`src/rtl/read_pointer_empty.sv`:
```
// Read-side pointer and empty/level tracking for an asynchronous FIFO.
// Keeps a binary and a Gray read pointer. Produces a registered empty flag,
// almost-empty flag and fill level from the synchronized Gray write pointer.
// Optional sticky underflow detection is enabled with the RD_UNDERFLOW_DET_EN
// macro. When the macro is undefined, rd_underflow is tied to 0.
module read_pointer_empty #(
  parameter int unsigned ADDRSIZE      = 4,
  parameter int unsigned AEMPTY_THRESH = 2
) (
  input  logic                rd_clk,
  input  logic                rrst,
  input  logic                rd_en,
  input  logic [ADDRSIZE:0]   rq2_wptr,
  output logic                rd_empty,
  output logic                rd_almost_empty,
  output logic [ADDRSIZE-1:0] rd_addr,
  output logic [ADDRSIZE:0]   rptr,
  output logic [ADDRSIZE:0]   rd_level,
  output logic                rd_underflow
);

  localparam logic [ADDRSIZE:0] THRESH = (ADDRSIZE+1)'(AEMPTY_THRESH);

  logic [ADDRSIZE:0] rbin_q, rbin_d;
  logic [ADDRSIZE:0] rptr_q, rgray_d;
  logic [ADDRSIZE:0] level_q, level_d;
  logic [ADDRSIZE:0] wbin_s;
  logic              empty_q, empty_d;
  logic              aempty_q, aempty_d;
  logic              rd_valid;

  // Next pointer values, write-pointer decode and the flags derived from them.
  always_comb begin
    rd_valid = rd_en & ~empty_q;
    rbin_d   = rbin_q + {{ADDRSIZE{1'b0}}, rd_valid};
    rgray_d  = (rbin_d >> 1) ^ rbin_d;
    wbin_s   = rq2_wptr;
    for (int unsigned i = 1; i <= ADDRSIZE; i++) begin
      wbin_s = wbin_s ^ (rq2_wptr >> i);
    end
    // Comparing against the next read pointer makes empty assert on the
    // same edge that consumes the last entry.
    level_d  = wbin_s - rbin_d;
    empty_d  = (rgray_d == rq2_wptr);
    aempty_d = (level_d <= THRESH);
  end

  // Pointer and status registers; synchronous reset wins over reads.
  always_ff @(posedge rd_clk) begin
    if (rrst) begin
      rbin_q   <= '0;
      rptr_q   <= '0;
      level_q  <= '0;
      empty_q  <= 1'b1;
      aempty_q <= 1'b1;
    end else begin
      rbin_q   <= rbin_d;
      rptr_q   <= rgray_d;
      level_q  <= level_d;
      empty_q  <= empty_d;
      aempty_q <= aempty_d;
    end
  end

  assign rd_addr         = rbin_q[ADDRSIZE-1:0];
  assign rptr            = rptr_q;
  assign rd_level        = level_q;
  assign rd_empty        = empty_q;
  assign rd_almost_empty = aempty_q;

`ifdef RD_UNDERFLOW_DET_EN
  logic underflow_q;

  // Sticky flag set by any read attempt while empty; cleared only by reset.
  always_ff @(posedge rd_clk) begin
    if (rrst) begin
      underflow_q <= 1'b0;
    end else if (rd_en & empty_q) begin
      underflow_q <= 1'b1;
    end
  end

  assign rd_underflow = underflow_q;
`else
  assign rd_underflow = 1'b0;
`endif

endmodule

```
`config.mk`:
```
export PLATFORM = sky130hd
export DESIGN_NAME = read_pointer_empty
export DESIGN_NICKNAME = d
export VERILOG_FILES = /design/src/rtl/read_pointer_empty.sv
export SDC_FILE = /design/constraint.sdc
export NUM_CORES = 1
export LEC_CHECK = 0
export CORE_UTILIZATION = 49
export DETAILED_ROUTE_END_ITERATION = 10
export PLACE_DENSITY = 0.82
export SYNTH_ARGS = -nofsm -noshare
export SYNTH_HDL_FRONTEND = slang
export SYNTH_SLANG_ARGS = --single-unit
export TNS_END_PERCENT = 5
```
`constraint.sdc`:
```
create_clock -name rd_clk -period 4 [get_ports rd_clk]
set_input_delay 0.4 -clock rd_clk [delete_from_list [all_inputs] [get_ports rd_clk]]
set_output_delay 0.4 -clock rd_clk [all_outputs]
set_load 0.03 [all_outputs]
```
==> Word-level counts from Yosys, hierarchy flattened <==
Cells that the tools add are included.
Widths: inputs -> output; s select.
{ "classes": {"addsub": 2, "magnitude_cmp": 1, "eq_ne": 1, "bitwise": 7} }
{ "ops": {"columns": ["op", "count"], "rows": [
  ["$add 5x1->5", 1],
  ["$eq 5x5->1", 1],
  ["$le 5x2->1 const B", 1],
  ["$sub 5x5->5", 1],
  ["$xor 4x5->5", 1],
  ["$xor 5x1->5", 1],
  ["$xor 5x2->5", 1],
  ["$xor 5x3->5", 1],
  ["$xor 5x4->5", 1],
  ["$and 1x1->1", 1],
  ["$not 1->1", 1]
]} }
{ "word_totals": {"register_bits": 17, "in_bits": 8, "output_inout_bits": 17, "word_cells": 16} }

==> Depth between registers and ports, before layout <==
Gate-level depths: netlist of the first run.
{ "depth": {"depth_word": 6, "depth_mapped": 10, "mapped_depth_nobuf": 10} }

==> Least setup slack after synthesis of the first run <==
OpenSTA, ideal clock, no wires.
{ "synth_timing": {"path_type": "input to register", "startpoint": "input rq2_wptr[4]", "endpoint": "register aempty_q (netlist: rd_almost_empty)", "setup_ps": 60, "arrival_time_ps": 2713, "required_time_ps": 3940, "setup_slack_ps": 1227, "path_stages": 10, "path_buffers": 0, "cell_sequence": "xor3_2 xor2_1 xnor2_1 ha_1 inv_1 fa_1 and2_1 a221o_1 mux2i_1 o2111a_1"} }
{ "synth_between": {"elab_chain_len": 6} }
{ "synth_rtl": {"columns": ["element", "line_no", "source"], "rows": [
  ["start, declared", "13", "input logic [ADDRSIZE:0] rq2_wptr,"],
  ["$xor 5x4->5", "39", "wbin_s = wbin_s ^ (rq2_wptr >> i);"],
  ["$xor 5x3->5", "39", null],
  ["$xor 5x2->5", "39", null],
  ["$xor 5x1->5 (*)", "39", null],
  ["$sub 5x5->5 (*)", "43", "level_d = wbin_s - rbin_d;"],
  ["$le 5x2->1 (*)", "45", "aempty_d = (level_d <= THRESH);"],
  ["end signal, assigned", "61", "aempty_q <= aempty_d;"],
  ["end, declared", "29", "logic aempty_q, aempty_d;"]
]} }
Mark *: on every way between the ends. The rest lies on a longest branch, timed or not.
A chain may end at the register's enable or synchronous reset.

==> Final worst setup path of the first run <==
Same ends and word-level chain as after synthesis.

==> impl_results.md, run 1 <==
- H-Tree Depth: 1
- Largest family of logic cells by synthesized area: XOR/XNOR gates
- DRT Wirelength: about 1.6 mm
- # diodes: 0
- Peak Freq: 310 MHz
- Clock power share: 0.243
- Nets: 129
- Slew @ Worst Pin: 0.523 ns
- Critical path buffers and inverters: 2
- RSZ-0062 raised after global routing: no
- Worst path required time: 4.23 ns
- TritonCTS clock tree: done
- Clock Skew: 0.000591 ns
- Hold buffers post-CTS: 0
- Worst setup EP type: flip-flop
- Combinational power share: 0.348
- Antenna Nets Post-Route: 0
- Final instance area: 0.00116 sq mm
- Synth warnings: 0
- Max incr delay on CP: 0.54 ns
- CP delay by family, top: XOR/XNOR gates
- Drt pass-1 iters: 4
- Synth Area in Simple Gates: 0.135
- Mapped Nets: between 100 and 150
- Post-CTS resize count: 0
- Global-route wire length before repair: 2.57 mm
- Worst path cell trace: clkdlybuf4s50_1 > xor3_2 > xor2_1 > xnor2_1 > ha_1 > inv_1 > fa_1 > and2_1 > a221o_1 > mux2i_1 > o2111a_1
- Final setup margin: 0.770 ns
- Place WS: between 0.4 and 0.5 ns
- Final hold vios: 0
- Mapped Cells: 89
- Sequential Power Share: 0.409
- Setup Buffers After CTS: 0
- Longest Clk Path Bufs: 2
- Clk Latency, worst-skew pair: 0.28 ns
- Mux share of post-synthesis cell area: 0.0114
- Setup TNS: 0 ns
- Pint: 302 uW
- R2R setup slack: between 1.5 and 2 ns
- CP max stage cell: clkdlybuf4s50_1
- Placed cell area: 0.00112 sq mm
- Post-synthesis compound-gate area fraction: 0.0810
- Net Sw Frac: 0.316
- Net switching power: 140 uW
- Flops & latches, synth: 16
- Rel. slew slack: 0.650
- Period minus WS final: 3.23 ns
- CTS Buf Count: 3
- Initial Util: 0.553
- Status: complete, no violations
- Slew Viols, Final: 0
- Die X: ~44 microns
- Num ports: 25
- Routed vias: 663
- Worst hold slack: 0.611 ns
- Remaining Overflow, GRT: 0
- Layout cell share with drive strength beyond 1: 0.0442
- Most common cell after layout, fill and taps aside: clkdlybuf4s50_1
- Max cap viols: 0
- Vias in the first global route: ~600
- Final setup violation count: 0
- Die Ht: 44.4 microns
- Post-Synth Adder-Cell Area: 0.108
- Post-Synth XOR/XNOR Area: 0.254
- Maximum VDD drop: 299 uV
- Area growth from synthesis to layout: 31.5%
- Worst Setup Start Kind: input pin
- WS Path Type: input pin to flip-flop
- Root Driver: clkbuf_4
- DR iter-0 viols: 4
- Vias per inst: approximately 4.8
- Worst-path clk slew: approximately 0.10 ns
- Seq/Total Area, Yosys: 0.364
- # clock sinks: 16
- Post-detail-place hpwl: 1.24 mm
- Synth cell types: 27
- Leak: 0.496 nW
- Crit-path max FO: 3
- Drt wl/cell: between 10 and 15 microns
- GRT Overall Usage: 0.181
- Tcrit/Tclk final: 0.807
- Largest net degree at the start of global routing: 16
- Most frequent cells in the layout: clkdlybuf4s50_1, dfxtp_1, xor2_1, nor2_1, xnor2_1
- Power Density: ~380 mW/mm^2
- Core area: between 0.0015 and 0.002 sq mm
- Hold Crit Class: flip-flop to flip-flop
- Final GP Congestion: approximately 0.78
- Fillcell total: 124
- Die footprint: between 0.0015 and 0.002 sq mm
- Critical path arrival: between 3 and 4 ns
- Syn Std Cell Area: 881 sq um
- # rows: 14
- Drt drc: 0
- Power, Total: 442 uW
- Mean area per synthesized cell: 9.90 sq um
- IO buf count: 23
- Initial antenna violation count: 0
flip-flops by register name, summed over array words and instances, names as in the netlist:
signal and count:
rd_level 5, rd_empty 1, rptr 4, rd_almost_empty 1
rbin_q 5
worst min-delay path, cell delays in order, from the launching register on:
cell	delay (ns)
dfxtp_1	0.37
xor2_1	0.16
nor2_1	0.05
Yosys cell counts:
library cell	count	share of area
buf_4	2	0.017
xor3_2	1	0.028
conb_1	1	0.0043
a221o_1	1	0.011
o2111a_1	1	0.013
o211ai_1	1	0.0085
a21oi_1	1	0.0057
nor2_1	11	0.047
nor2b_1	6	0.043
and2_1	2	0.014
inv_1	5	0.021
ha_1	6	0.085
fa_1	1	0.023
o31ai_1	1	0.0085
dfxtp_1	16	0.36
nand4_1	1	0.0071
nand2_1	3	0.013
o2bb2ai_1	1	0.0099
xor2_1	11	0.11
o21ai_0	1	0.0057
xor3_1	1	0.027
o21bai_1	1	0.0085
mux2i_1	1	0.011
xnor2_1	9	0.089
nand3_1	2	0.011
clkbuf_1	1	0.0043
a2bb2oi_1	1	0.0099
path summary, 6_finish.rpt:
| path | startpoint | to | cells past startpoint |
|---|---|---|---|
| hold / removal | rbin_q[4]$_SDFF_PP0_ | rbin_q[4]$_SDFF_PP0_ | 2 |
| hold reg to reg | rbin_q[4]$_SDFF_PP0_ | rbin_q[4]$_SDFF_PP0_ | 2 |
| setup reg to reg | rd_empty$_SDFF_PP1_ | rd_almost_empty$_SDFF_PP1_ | 8 |
| setup / recovery | rq2_wptr[4] | rd_almost_empty$_SDFF_PP1_ | 11 |
layer usage:
layer  vias to the layer above  part of all wire  track usage  wire [microns]
met4                         0             0.013        0.127              20
li1                        336                 -            -               -
met2                        14              0.47        0.271             739
met5                         -                 0            0               0
met3                         2             0.026       0.0163              40
met1                       311              0.49        0.247             757
final cells by class:
type | instances | area (sq um) | share of cell area
Inverter | 5 | 18.8 | 0.0162
Timing Repair Buffer | 23 | 230 | 0.199
Sequential cell | 16 | 320 | 0.276
Clock buffer | 4 | 36.3 | 0.0313
Multi-Input combinational cell | 65 | 523 | 0.451
Tap cell | 24 | 30.0 | 0.0259
power groups by stage:
stage	registers (mW)	logic, mW	clock network (mW)
after floorplan	0.220	0.0673	0
after global placement	0.185	0.153	0
after detailed placement	0.185	0.155	0
after CTS	0.181	0.155	0.110
after global routing	0.183	0.166	0.113
final	0.181	0.154	0.107
metrics by stage:
stage | std cells | utilization
finish | 137 | 0.727
global placement | 133 | 0.704
global route | 137 | 0.727
CTS | 137 | 0.727
floorplan | 89 | -
detailed placement | 133 | 0.704
cell families after synthesis:
family	count (synthesis)
xor gates and xnor gates	22
adders and majority gates	7
and+or+nand+nor	25
DFF	16
AOI/OAI and AO/OA	9
buffers and inverters	8
muxes	1
other	1
Power figures use the tool's default switching activity.
==> run 2, diff against run 1 <==
--- a/config.mk
+++ b/config.mk
@@ -5,9 +5,9 @@
 export SDC_FILE = /design/constraint.sdc
 export NUM_CORES = 1
 export LEC_CHECK = 0
-export CORE_UTILIZATION = 49
+export CORE_UTILIZATION = 41
 export DETAILED_ROUTE_END_ITERATION = 10
-export PLACE_DENSITY = 0.82
+export PLACE_DENSITY = 0.73
 export SYNTH_ARGS = -nofsm -noshare
 export SYNTH_HDL_FRONTEND = slang
 export SYNTH_SLANG_ARGS = --single-unit
==> constraint.sdc (replaced) <==
create_clock -name rd_clk -period 2.8 [get_ports rd_clk]
set_input_delay 0.28 -clock rd_clk [delete_from_list [all_inputs] [get_ports rd_clk]]
set_output_delay 0.28 -clock rd_clk [all_outputs]
set_load 0.03 [all_outputs]
==> run 2 against run 1 <==
Final area rose by 7.6%. Die area rose by 19%. Worst hold slack got worse by 0.12 ns. Worst setup slack got worse by 0.55 ns. Clock skew rose by 0.0041 ns. Flip-flop and latch count did not move. Via count rose by 7.2%. First-iteration DRC count rose by 25%. Global-route usage rose by 3.1 points. Largest power group unchanged. Wire length rose by 27%.
==> impl_results.md, run 2 (synthesis gave the netlist of run 1 again) <==
- Status: complete, no violations
- Worst setup EP type: flip-flop
- Most common cell after layout, fill and taps aside: clkdlybuf4s50_1
- # rows: 16
- Crit-path max FO: 2
- DRT Wirelength: 1.97 mm
- Clock Skew: 0.00466 ns
- Max cap viols: 0
- Drt wl/cell: 13.2 microns
- WS Path Type: input pin to flip-flop
- IO buf count: 23
- Critical R2R Capture: rd_almost_empty$_SDFF_PP1_
- GRT Overall Usage: 0.212
- Largest net degree at the start of global routing: 16
- Num ports: 25
- Hold path cells: 4
- Slew Viols, Final: 0
- Final hold vios: 0
- Most frequent cells in the layout: clkdlybuf4s50_1, dfxtp_1, nor2_1
- Die X: 48.4 microns
- Power, Total: 669 uW
- Core area: 0.00198 sq mm
- Longest Clk Path Bufs: 2
- Area growth from synthesis to layout: 41.5%
- Drt drc: 0
- Die Ht: 48.4 microns
- CTS Buf Count: 3
- TritonCTS clock tree: done
- H-Tree Depth: 1
- Rel. slew slack: 0.613
- Antenna Nets Post-Route: 0
- Vias per inst: between 4 and 5
- Drt pass-1 iters: 4
- Peak Freq: between 300 and 400 MHz
- Period minus WS final: 2.58 ns
- Power Density: 537 mW/mm^2
- Layout cell share with drive strength beyond 1: 0.139
- # clock sinks: 16
- Tcrit/Tclk final: 0.922
- Routed vias: 711
- Slew @ Worst Pin: between 0.5 and 0.6 ns
- Post-detail-place hpwl: 1.44 mm
- Hold buffers post-CTS: 0
- Nets: 138
- Worst Setup Start Kind: input pin
- Hold Crit Class: input pin to flip-flop
- R2R Path Start: rd_empty$_SDFF_PP1_
- Root Driver: clkbuf_4
- Maximum VDD drop: about 350 uV
- Final GP Congestion: ~0.77
- Critical path arrival: roughly 2.8 ns
- Worst hold slack: 0.491 ns
- Die footprint: 0.00234 sq mm
- Remaining Overflow, GRT: 0
- Initial antenna violation count: 0
- Initial Util: 0.444
- R2R setup slack: 0.43 ns
- Leak: 0.558 nW
- Worst-path clk slew: ~0.09 ns
- Hold endpoint: rd_empty$_SDFF_PP1_
- Clk Latency, worst-skew pair: around 0.30 ns
- # diodes: 0
- Global-route wire length before repair: 3.60 mm
- DR iter-0 viols: 5
- Vias in the first global route: 769
- Final setup violation count: 0
- RSZ-0062 raised after global routing: no
- HP Start: rq2_wptr[3]
- Worst path required time: 3.04 ns
- Cells on worst reg2reg path: 9
==> run 2: where the power goes <==
group	switching [mW]	internal, mW	leakage (nW)
combinational	0.132	0.120	0.405
clock	0.0778	0.0794	0.0210
sequential	0.00795	0.252	0.132
==> run 2: layout make-up <==
type	instances	area (sq um)
repair buffers	32	302
fillers	159	736
flip-flops and latches	16	320
inverters	5	18.8
multi-input cells	65	536
well taps	27	33.8
clock buffers	4	36.3
==> run 2: worst max-delay path, stage by stage <==
cell and delay (ns):
dlygate4sd2_1 0.22, xor3_2 0.48, xor2_2 0.18, xnor2_1 0.17, ha_2 0.19, inv_1 0.06
fa_2 0.34, and2_1 0.17, a221o_1 0.33, mux2i_1 0.20, o2111a_1 0.21
==> run 2: stage by stage <==
step	instance area (sq um)	setup TNS, ns	utilization	setup slack, ns	cells
after detailed placement	1180	-0.847	0.595	-0.467	143
after global routing	1250	0	0.629	0.0802	149
after floorplan	881	0	-	0.147	89
after CTS	1240	0	0.626	0.0127	149
after global placement	1180	-0.540	0.595	-0.306	143
final	1250	0	0.629	0.219	149
==> run 2: timing repair <==
| action | 4_1_cts | 5_1_grt |
|---|---|---|
| gates resized for setup | 4 | 2 |
| pin swaps | 5 | 4 |
| buffers inserted | 2 | 0 |
| endpoints found under the setup margin | 2 | 2 |
==> run 2: how the worst max path moves through the flow <==
stage	from	cells past startpoint	slack, ns	to
final	rq2_wptr[2]	11	0.22	rd_almost_empty$_SDFF_PP1_
after global placement	rq2_wptr[4]	11	-0.31	rd_almost_empty$_SDFF_PP1_
after detailed placement	rq2_wptr[4]	11	-0.47	rd_almost_empty$_SDFF_PP1_
after CTS	rq2_wptr[3]	11	0.01	rd_almost_empty$_SDFF_PP1_
after global routing	rq2_wptr[2]	11	0.08	rd_almost_empty$_SDFF_PP1_
after floorplan	rq2_wptr[4]	10	0.15	rd_almost_empty$_SDFF_PP1_
==> run 2: layer usage <==
| layer | GRT usage | vias to the layer above | routed length (microns) |
|---|---|---|---|
| met4 | 0.142 | 0 | 59 |
| met5 | 0 | - | 0 |
| met1 | 0.240 | 334 | 844 |
| met2 | 0.354 | 17 | 1010 |
| met3 | 0.0503 | 4 | 58 |
| li1 | - | 356 | - |
